### config.mk
export PLATFORM = sky130hd
export DESIGN_NAME = id_ex_register
export DESIGN_NICKNAME = d
export VERILOG_FILES = /design/src/rtl/id_ex_register.sv
export SDC_FILE = /design/constraint.sdc
export NUM_CORES = 1
export LEC_CHECK = 0
export BUFFER_PORTS_ARGS = -buffer_cell sky130_fd_sc_hd__buf_2
export CORE_AREA = 2 2 147 149
export CTS_BUF_LIST = sky130_fd_sc_hd__clkbuf_16
export DETAILED_ROUTE_END_ITERATION = 7
export DIE_AREA = 0 0 149 151
export PLACE_DENSITY = 0.65
export SLEW_MARGIN = 20
export SYNTH_ARGS = -nofsm -noshare
export SYNTH_HDL_FRONTEND = slang
export SYNTH_SLANG_ARGS = --single-unit
### constraint.sdc
create_clock -name clk -period 2.45 [get_ports clk]
set_clock_uncertainty 0.05 [all_clocks]
set_input_delay 0 -clock clk [delete_from_list [all_inputs] [get_ports clk]]
set_output_delay 0 -clock clk [all_outputs]
set_load 0.1 [all_outputs]
### src/rtl/id_ex_register.sv
// ID/EX pipeline register with load-use hazard detection.
// Each cycle the execute-stage state takes exactly one action, by priority:
// reset > FlushE > HoldE > load-use bubble > capture of the decode slot.
// StallF/StallD are combinational and freeze fetch and IF/ID while execute
// is held or while a load-use bubble is being inserted.
// Optional build macro: IDEX_PERF_CNT_EN adds a saturating 32-bit BubbleCnt
// output that counts bubbles inserted by FlushE or by load-use.
module id_ex_register #(
   parameter int XLEN = 32
) (
   input  logic            clk,
   input  logic            rst_n,
   input  logic [1:0]      ResultSrcD,
   input  logic            BranchD,
   input  logic            MemWriteD,
   input  logic            ALUSrcD,
   input  logic            RegWriteD,
   input  logic [2:0]      ALUControlD,
   input  logic [XLEN-1:0] RD1D,
   input  logic [XLEN-1:0] RD2D,
   input  logic [XLEN-1:0] ImmExtD,
   input  logic [XLEN-1:0] PCD,
   input  logic [XLEN-1:0] PCPlus4D,
   input  logic [4:0]      Rs1D,
   input  logic [4:0]      Rs2D,
   input  logic [4:0]      RdD,
   input  logic            ValidD,
   input  logic            FlushE,
   input  logic            HoldE,
   output logic [1:0]      ResultSrcE,
   output logic            BranchE,
   output logic            MemWriteE,
   output logic            ALUSrcE,
   output logic            RegWriteE,
   output logic [2:0]      ALUControlE,
   output logic [XLEN-1:0] RD1E,
   output logic [XLEN-1:0] RD2E,
   output logic [XLEN-1:0] ImmExtE,
   output logic [XLEN-1:0] PCE,
   output logic [XLEN-1:0] PCPlus4E,
   output logic [4:0]      Rs1E,
   output logic [4:0]      Rs2E,
   output logic [4:0]      RdE,
   output logic            ValidE,
   output logic            StallF,
   output logic            StallD
`ifdef IDEX_PERF_CNT_EN
   ,
   output logic [31:0]     BubbleCnt
`endif
);

   // Execute-stage state; an all-zero value is the bubble.
   typedef struct packed {
      logic            valid;
      logic [1:0]      result_src;
      logic            branch;
      logic            mem_write;
      logic            alu_src;
      logic            reg_write;
      logic [2:0]      alu_control;
      logic [XLEN-1:0] rd1;
      logic [XLEN-1:0] rd2;
      logic [XLEN-1:0] imm_ext;
      logic [XLEN-1:0] pc;
      logic [XLEN-1:0] pc_plus4;
      logic [4:0]      rs1;
      logic [4:0]      rs2;
      logic [4:0]      rd;
   } ex_t;

   ex_t  r_ex;
   ex_t  w_d;
   ex_t  w_ex_next;
   logic w_load_use;
   logic w_bubble_load;
   logic w_stall;

   // Pack the decode-stage slot into the execute-state layout.
   always_comb begin
      w_d             = '0;
      w_d.valid       = ValidD;
      w_d.result_src  = ResultSrcD;
      w_d.branch      = BranchD;
      w_d.mem_write   = MemWriteD;
      w_d.alu_src     = ALUSrcD;
      w_d.reg_write   = RegWriteD;
      w_d.alu_control = ALUControlD;
      w_d.rd1         = RD1D;
      w_d.rd2         = RD2D;
      w_d.imm_ext     = ImmExtD;
      w_d.pc          = PCD;
      w_d.pc_plus4    = PCPlus4D;
      w_d.rs1         = Rs1D;
      w_d.rs2         = Rs2D;
      w_d.rd          = RdD;
   end

   // A load in execute whose destination is read by a valid decode slot.
   // Both source indices are compared even if the instruction ignores one.
   always_comb begin
      w_load_use = r_ex.valid && r_ex.reg_write && (r_ex.result_src == 2'b01) &&
                   (r_ex.rd != 5'd0) && ((r_ex.rd == Rs1D) || (r_ex.rd == Rs2D)) &&
                   ValidD;
   end

   // Bubble sources that count as inserted bubbles; stalls for fetch/decode.
   always_comb begin
      w_bubble_load = FlushE || (!HoldE && w_load_use);
      w_stall       = rst_n && !FlushE && (HoldE || w_load_use);
   end

   // Next execute state by priority: flush, hold, load-use bubble, capture.
   always_comb begin
      w_ex_next = r_ex;
      if (FlushE)          w_ex_next = '0;
      else if (HoldE)      w_ex_next = r_ex;
      else if (w_load_use) w_ex_next = '0;
      else                 w_ex_next = w_d;
   end

   // Execute-stage register; synchronous reset loads the bubble.
   always_ff @(posedge clk) begin
      if (!rst_n) r_ex <= '0;
      else        r_ex <= w_ex_next;
   end

`ifdef IDEX_PERF_CNT_EN
   logic [31:0] r_bubble_cnt;

   // Saturating count of bubbles inserted by flush or load-use.
   always_ff @(posedge clk) begin
      if (!rst_n)
         r_bubble_cnt <= '0;
      else if (w_bubble_load && (r_bubble_cnt != 32'hFFFF_FFFF))
         r_bubble_cnt <= r_bubble_cnt + 32'd1;
   end

   assign BubbleCnt = r_bubble_cnt;
`else
   logic w_unused_bubble;
   assign w_unused_bubble = w_bubble_load;
`endif

   assign ValidE      = r_ex.valid;
   assign ResultSrcE  = r_ex.result_src;
   assign BranchE     = r_ex.branch;
   assign MemWriteE   = r_ex.mem_write;
   assign ALUSrcE     = r_ex.alu_src;
   assign RegWriteE   = r_ex.reg_write;
   assign ALUControlE = r_ex.alu_control;
   assign RD1E        = r_ex.rd1;
   assign RD2E        = r_ex.rd2;
   assign ImmExtE     = r_ex.imm_ext;
   assign PCE         = r_ex.pc;
   assign PCPlus4E    = r_ex.pc_plus4;
   assign Rs1E        = r_ex.rs1;
   assign Rs2E        = r_ex.rs2;
   assign RdE         = r_ex.rd;
   assign StallF      = w_stall;
   assign StallD      = w_stall;

endmodule

# Yosys cells after proc, flatten, opt, wreduce, memory -nomap -nowiden
# Cells that the tools add are included.
# word_totals
regBits,185
input_bits,189
out_inout_bits,187
elab_cells,32
# op_classes
n_eq_ne,3
n_mux,1
bitwise,1
n_reduce_logical,12
# op_table
cell,count
2-to-1 mux 185 bit,1
equality test 5 bit,2
logical AND 1 bit,7
nonzero test 5 bit,1
"equality test 2 x 1 -> 1 bit, second input constant",1
logical OR 1 bit,2
OR reduction 2 bit,1
zero test 1 bit,1
inverter 1 bit,1

# Longest topological paths before layout
# Gate-level depths: netlist of the first run.
# logic_depth
word_depth,7
mapped_depth,7
depth_no_buf,5

# Least setup slack after synthesis of the first run
# OpenSTA, ideal clock, no wires.
# synth_timing
path_type,register to output
start,"register r_ex, in the netlist RdE[4]"
end,output port StallF
arrival_ns,2.804
t_required_ns,2.400
setup_slack_ns,-0.404
stages_incl_launch_ff,6
path_cell_list,dfxtp_1 > xnor2_1 > nand3_1 > o22ai_2 > a41o_1 > buf_4
# synth_via
elab_chain_cells,6
# synth_lines
element,line,rtl
start: declaration,72,ex_t r_ex;
start signal: assignment,125,else r_ex <= w_ex_next;
equality test 5 bit or nonzero test 5 bit (tied branches),103,(r_ex.rd != 5'd0) && ((r_ex.rd == Rs1D) || (r_ex.rd == Rs2D)) &&
logical OR 1 bit or logical AND 1 bit (tied branches),"103, 102",
logical AND 1 bit (*) (2 in a row),103,
logical OR 1 bit (*),110,w_stall = rst_n && !FlushE && (HoldE || w_load_use);
logical AND 1 bit (*),110,
end: declaration,45,"output logic StallF,"
# Every way passes the cells marked *; elsewhere a longest branch is shown, timed or not.

# Worst setup path in the final report of the first run
# layout_timing
start,"register r_ex, in the netlist RdE[2]"
end,output port StallD
# layout_via
elab_chain_cells,6
# layout_lines
element,line,rtl
equality test 5 bit or nonzero test 5 bit (tied branches),103,
logical OR 1 bit or logical AND 1 bit (tied branches),"103, 102",
logical AND 1 bit (*) (2 in a row),103,
logical OR 1 bit (*),110,
logical AND 1 bit (*),110,
end: declaration,46,output logic StallD
# Marks and branches as above.

==> results of run 1 <==
==> cell families after synthesis <==
kind of cell	Yosys count	synth area share, %
flip-flops	185	64.3
XOR/XNOR	10	1.52
buffers and inverters	43	4.07
AO/OA/AOI/OAI	189	29.0
AND/OR/NAND/NOR	12	1.07
==> per-layer routing <==
| layer | routed length, microns | vias to the layer above | track usage (%) |
|---|---|---|---|
| li1 | - | 2775 | - |
| met1 | 8350 | 2678 | 19.5 |
| met2 | 10200 | 259 | 30.0 |
| met3 | 1510 | 21 | 5.21 |
| met4 | 289 | 0 | 5.71 |
| met5 | 0 | - | 0 |
==> path summary, 6_finish.rpt <==
path,slack [ns],end,startpoint
worst min register to register,0.42,PCPlus4E[29],PCPlus4E[29]
worst max register to register,0.48,ImmExtE[8],RdE[2]
worst max-delay path,0.30,StallD,RdE[2]
worst min-delay path,0.07,ValidE,HoldE
==> registers in the layout (all words and copies together) (netlist names), 2 cells and up <==
register / cells
RD2E: 32
PCPlus4E: 32
Rs1E: 5
ResultSrcE: 2
RdE: 5
PCE: 32
RD1E: 32
ImmExtE: 32
ALUControlE: 3
Rs2E: 5
==> synthesized netlist by cell type (2+ instances only) <==
library cell and count:
a22o_1 185, buf_2 10, buf_4 16, clkbuf_1 15
dfxtp_1 185, nand2_1 3, nand3_1 2, nor2_1 2
xnor2_1 10
==> where the power goes <==
part,total [W],internal (W),switching (W)
clock network,0.00255,0.00132,0.00123
registers,0.00317,0.00311,0.0000587
logic,0.00144,0.000451,0.000991
==> per-stage QoR <==
| step | std cells | total power, W | worst slack (ns) | hold WS (ns) | area [sq um] |
|---|---|---|---|---|---|
| 6_report | 1269 | 0.00716 | 0.300 | 0.0652 | 10200 |
| 5_1_grt | 1269 | 0.00746 | 0.153 | 0.0391 | 10200 |
| 4_1_cts | 1269 | 0.00725 | 0.251 | 0.0433 | 10200 |
| 3_5_place_dp | 1052 | 0.00443 | 0.535 | 0.163 | 7830 |
| 3_3_place_gp | 1052 | 0.00442 | 0.591 | 0.158 | 7830 |
| 2_1_floorplan | 439 | 0.00413 | 0.0312 | 0.0754 | 5760 |
==> worst max-delay path: cells and delay by family (launching register included) <==
family,cells,cell delay (ns)
buffers and inverters,1,0.43
AO/OA/AOI/OAI,2,0.52
flip-flops,1,0.35
XOR/XNOR,1,0.25
AND/OR/NAND/NOR,1,0.13
==> final cells by class <==
type / instances / area (sq um)
multi-input cells: 211 / 1820
clock inverters: 15 / 124
inverters: 1 / 3.75
repair buffers: 565 / 3800
flip-flops and latches: 185 / 3710
well taps: 275 / 344
fillers: 1776 / 10600
clock buffers: 17 / 425
==> impl_metrics.json, run 1 <==
{
  "setup_violations": 0,
  "synth_edf_count": 0,
  "yosys_warnings": 0,
  "wl_per_cell_microns": 16.0,
  "synthTopCellsByArea": "dfxtp_1 64%, a22o_1 28%, buf_4 2.1%",
  "synthCells": 439,
  "synth_seq_cells": 185,
  "cts-root-buf": "clkbuf_16",
  "post_cts_buffers": 0,
  "async_flop_share_pct": 0,
  "grt_pass1_vias": 5683,
  "nets": 1170,
  "arrival_ns": 2.10,
  "tightest_slew_ns": 0.649,
  "p_leak_nw": 5.02,
  "peakVddDrop_v": 0.000377,
  "die_w_microns": 149,
  "rsz0062_at_grt": "no",
  "post_drt_via_cell_ratio": 4.52,
  "hold_viol": 0,
  "synth_area_sq_um": 5760,
  "critPathCaptureType": "output port",
  "dieArea_sq_um": 22500,
  "ant_nets": 0,
  "drt_iter0_drc": 228,
  "grtUsageTotal_pct": 17.0,
  "initial_core_util_pct": 27.6,
  "outcome": "complete, no violations",
  "synth_nets": 628,
  "whs_path_depth": 4,
  "final_common_cell": "buf_2",
  "drc": 0,
  "synth_ff_type": "dfxtp_1",
  "powerDensity_nw_per_um2": 700,
  "cp_slowest_stage_delay_ns": 0.43,
  "critPathSlowestCell": "buf_2",
  "synth.avg_cell_area_sq_um": 13.1,
  "ys_seq_area_share_pct": 64.3,
  "critical_path.cell_chain": "xnor2_1, nand3_1, o22ai_2, a41o_2, buf_2",
  "max_slew_margin_pct": 56.7,
  "die_y_microns": 151,
  "core_area_sq_um": 20800,
  "netlist.area_leader.share_pct": 64.3,
  "slew_violations": 0,
  "clk_latency_ns": 0.42,
  "postLayoutCoreUtil_pct": 49.1,
  "dp_hpwl_microns": 12100,
  "io_pins": 376,
  "gp_congestion": 0.742,
  "io_buffers": 375,
  "antenna_found_initial": 0,
  "holdCritPathClass": "in -> reg",
  "max_cap_violations": 0,
  "diodes": 0,
  "clock.fmax_mhz": 465,
  "yosys.cell_types.count": 20,
  "num_vias": 5733,
  "worstSetupStartpointType": "register",
  "cp.required_ns": 2.40,
  "numCtsBuffers": 17,
  "tns_ns": 0,
  "path_clk_slew_ns": 0.07,
  "grt_max_degree": 139,
  "fin_crit_ns": 2.15,
  "overflow": 0,
  "final_cell_mix": "375 x buf_2, 185 x a22o_1, 185 x dlygate4sd3_1, 180 x dfxtp_1, 17 x clkbuf_16",
  "drive_above_1_share_pct": 42.1,
  "wl_microns": 20300,
  "ff2ff_path_depth": 6,
  "grt_pass1_wl_microns": 29800,
  "htreeDepth": 4,
  "cts_tree": "yes",
  "first_pass_iters": 4,
  "ctsHoldBuffers": 185,
  "rows": 53,
  "syn_to_final_growth_pct": 77.8,
  "clock_sinks": 185,
  "period_share_pct": 87.7,
  "cts_resized": 0,
  "critical_path.max_fanout": 5,
  "yosys.area.top_type": "dfxtp_1",
  "cts_buffer_depth": 2,
  "critPathKind": "reg -> out"
}
(Power assumes the default switching activity.)
==> inputs of run 2 (changes only) <==
MAX_ROUTING_LAYER = met4   (was unset)
==> impl_metrics.json, run 2 (synthesis results as in run 1) <==
{
  "numCtsBuffers": 17,
  "nets": 1170,
  "grt_pass1_wl_microns": 29800,
  "path_clk_slew_ns": 0.07,
  "max_cap_violations": 0,
  "outcome": "complete, no violations",
  "cts_resized": 0,
  "drive_above_1_share_pct": 42.1,
  "final_common_cell": "buf_2",
  "tns_ns": 0,
  "first_pass_iters": 4,
  "io_pins": 376,
  "holdCritPathClass": "in -> reg",
  "pre_cts_ws_ns": 0.535,
  "finalPower_w": 0.00717,
  "initial_core_util_pct": 27.6,
  "dp_hpwl_microns": 12100,
  "fin_crit_ns": 2.15,
  "dp.cells": 1052,
  "period_share_pct": 87.7,
  "final_area_sq_um": 10200,
  "hold_viol": 0,
  "placed_area_sq_um": 7830,
  "syn_to_final_growth_pct": 77.8,
  "gp_congestion": 0.752,
  "clock_sinks": 185,
  "final_cells": 1269,
  "wl_per_cell_microns": 16.1,
  "cts-root-buf": "clkbuf_16",
  "final_cell_mix": "375 x buf_2, 185 x a22o_1, 185 x dlygate4sd3_1, 180 x dfxtp_1, 17 x clkbuf_16",
  "grt_pass1_vias": 5679,
  "grtUsageTotal_pct": 17.5,
  "peakVddDrop_v": 0.000386,
  "drt_iter0_drc": 250,
  "critPathCaptureType": "output port",
  "slew_violations": 0,
  "die_y_microns": 151,
  "clk_latency_ns": 0.42,
  "clock.fmax_mhz": 465,
  "rsz0062_at_grt": "no",
  "p_leak_nw": 5.02,
  "num_vias": 5732,
  "io_buffers": 375,
  "worstSetupStartpointType": "register",
  "critPathKind": "reg -> out",
  "cp.required_ns": 2.40,
  "drc": 0,
  "ant_nets": 0,
  "die_w_microns": 149,
  "arrival_ns": 2.10,
  "setup_violations": 0,
  "powerDensity_nw_per_um2": 701,
  "rows": 53,
  "diodes": 0,
  "max_slew_margin_pct": 58.3,
  "htreeDepth": 4,
  "cts_buffer_depth": 2,
  "post_drt_via_cell_ratio": 4.52,
  "antenna_found_initial": 0,
  "dieArea_sq_um": 22500,
  "setup_ws_ns": 0.300,
  "cts_tree": "yes",
  "tightest_slew_ns": 0.625,
  "wl_microns": 20400,
  "core_area_sq_um": 20800,
  "overflow": 0,
  "grt_max_degree": 139,
  "critical_path.max_fanout": 5,
  "post_cts_buffers": 0
}
run 2: cell counts in the layout (fill, tap and decap cells not counted):
Identical to the previous run, type by type.
run 2: critical path, cell delays in order, from the launching register on:
cell,delay (ns)
dfxtp_2,0.35
xnor2_1,0.25
nand3_1,0.13
o22ai_2,0.27
a41o_2,0.25
buf_2,0.43
run 2: path summary, 6_finish.rpt:
| path | start | endpoint | slack (ns) | depth (start not counted) |
|---|---|---|---|---|
| hold / removal | HoldE | ValidE | 0.07 | 4 |
| setup reg to reg | RdE[2] | ImmExtE[8] | 0.51 | 6 |
| setup / recovery | RdE[2] | StallD | 0.30 | 5 |
| hold reg to reg | PCPlus4E[29] | PCPlus4E[29] | 0.42 | 1 |
run 2: power breakdown:
part | switching, W | total [W] | internal (W)
Sequential | 0.0000587 | 0.00317 | 0.00311
Clock | 0.00124 | 0.00256 | 0.00132
Combinational | 0.000992 | 0.00144 | 0.000451
run 2: cell type report:
type                    count  area (sq um)
clock buffers              17           425
clock inverters            15           124
fillers                  1776         10600
inverters                   1          3.75
multi-input cells         211          1820
flip-flops and latches    185          3710
well taps                 275           344
repair buffers            565          3800
run 2: timing repair:
action                     4_1_cts  5_1_grt
hold buffers                   185        0
hold endpoints to repair       185        0
setup endpoints to repair        0        0
run 2: per-stage QoR:
stage	hold WS (ns)	util, %
floorplan	0.0754	-
global placement	0.158	37.6
detailed placement	0.163	37.6
CTS	0.0433	49.1
global route	0.0341	49.1
finish	0.0682	49.1
run 2: layer usage:
layer | part of all wire (%) | wire, microns | global-route usage [%]
met1 | 41 | 8450 | 19.8
met2 | 50 | 10100 | 29.8
met3 | 7.3 | 1490 | 5.06
met4 | 1.6 | 329 | 5.71
met5 | 0 | 0 | -
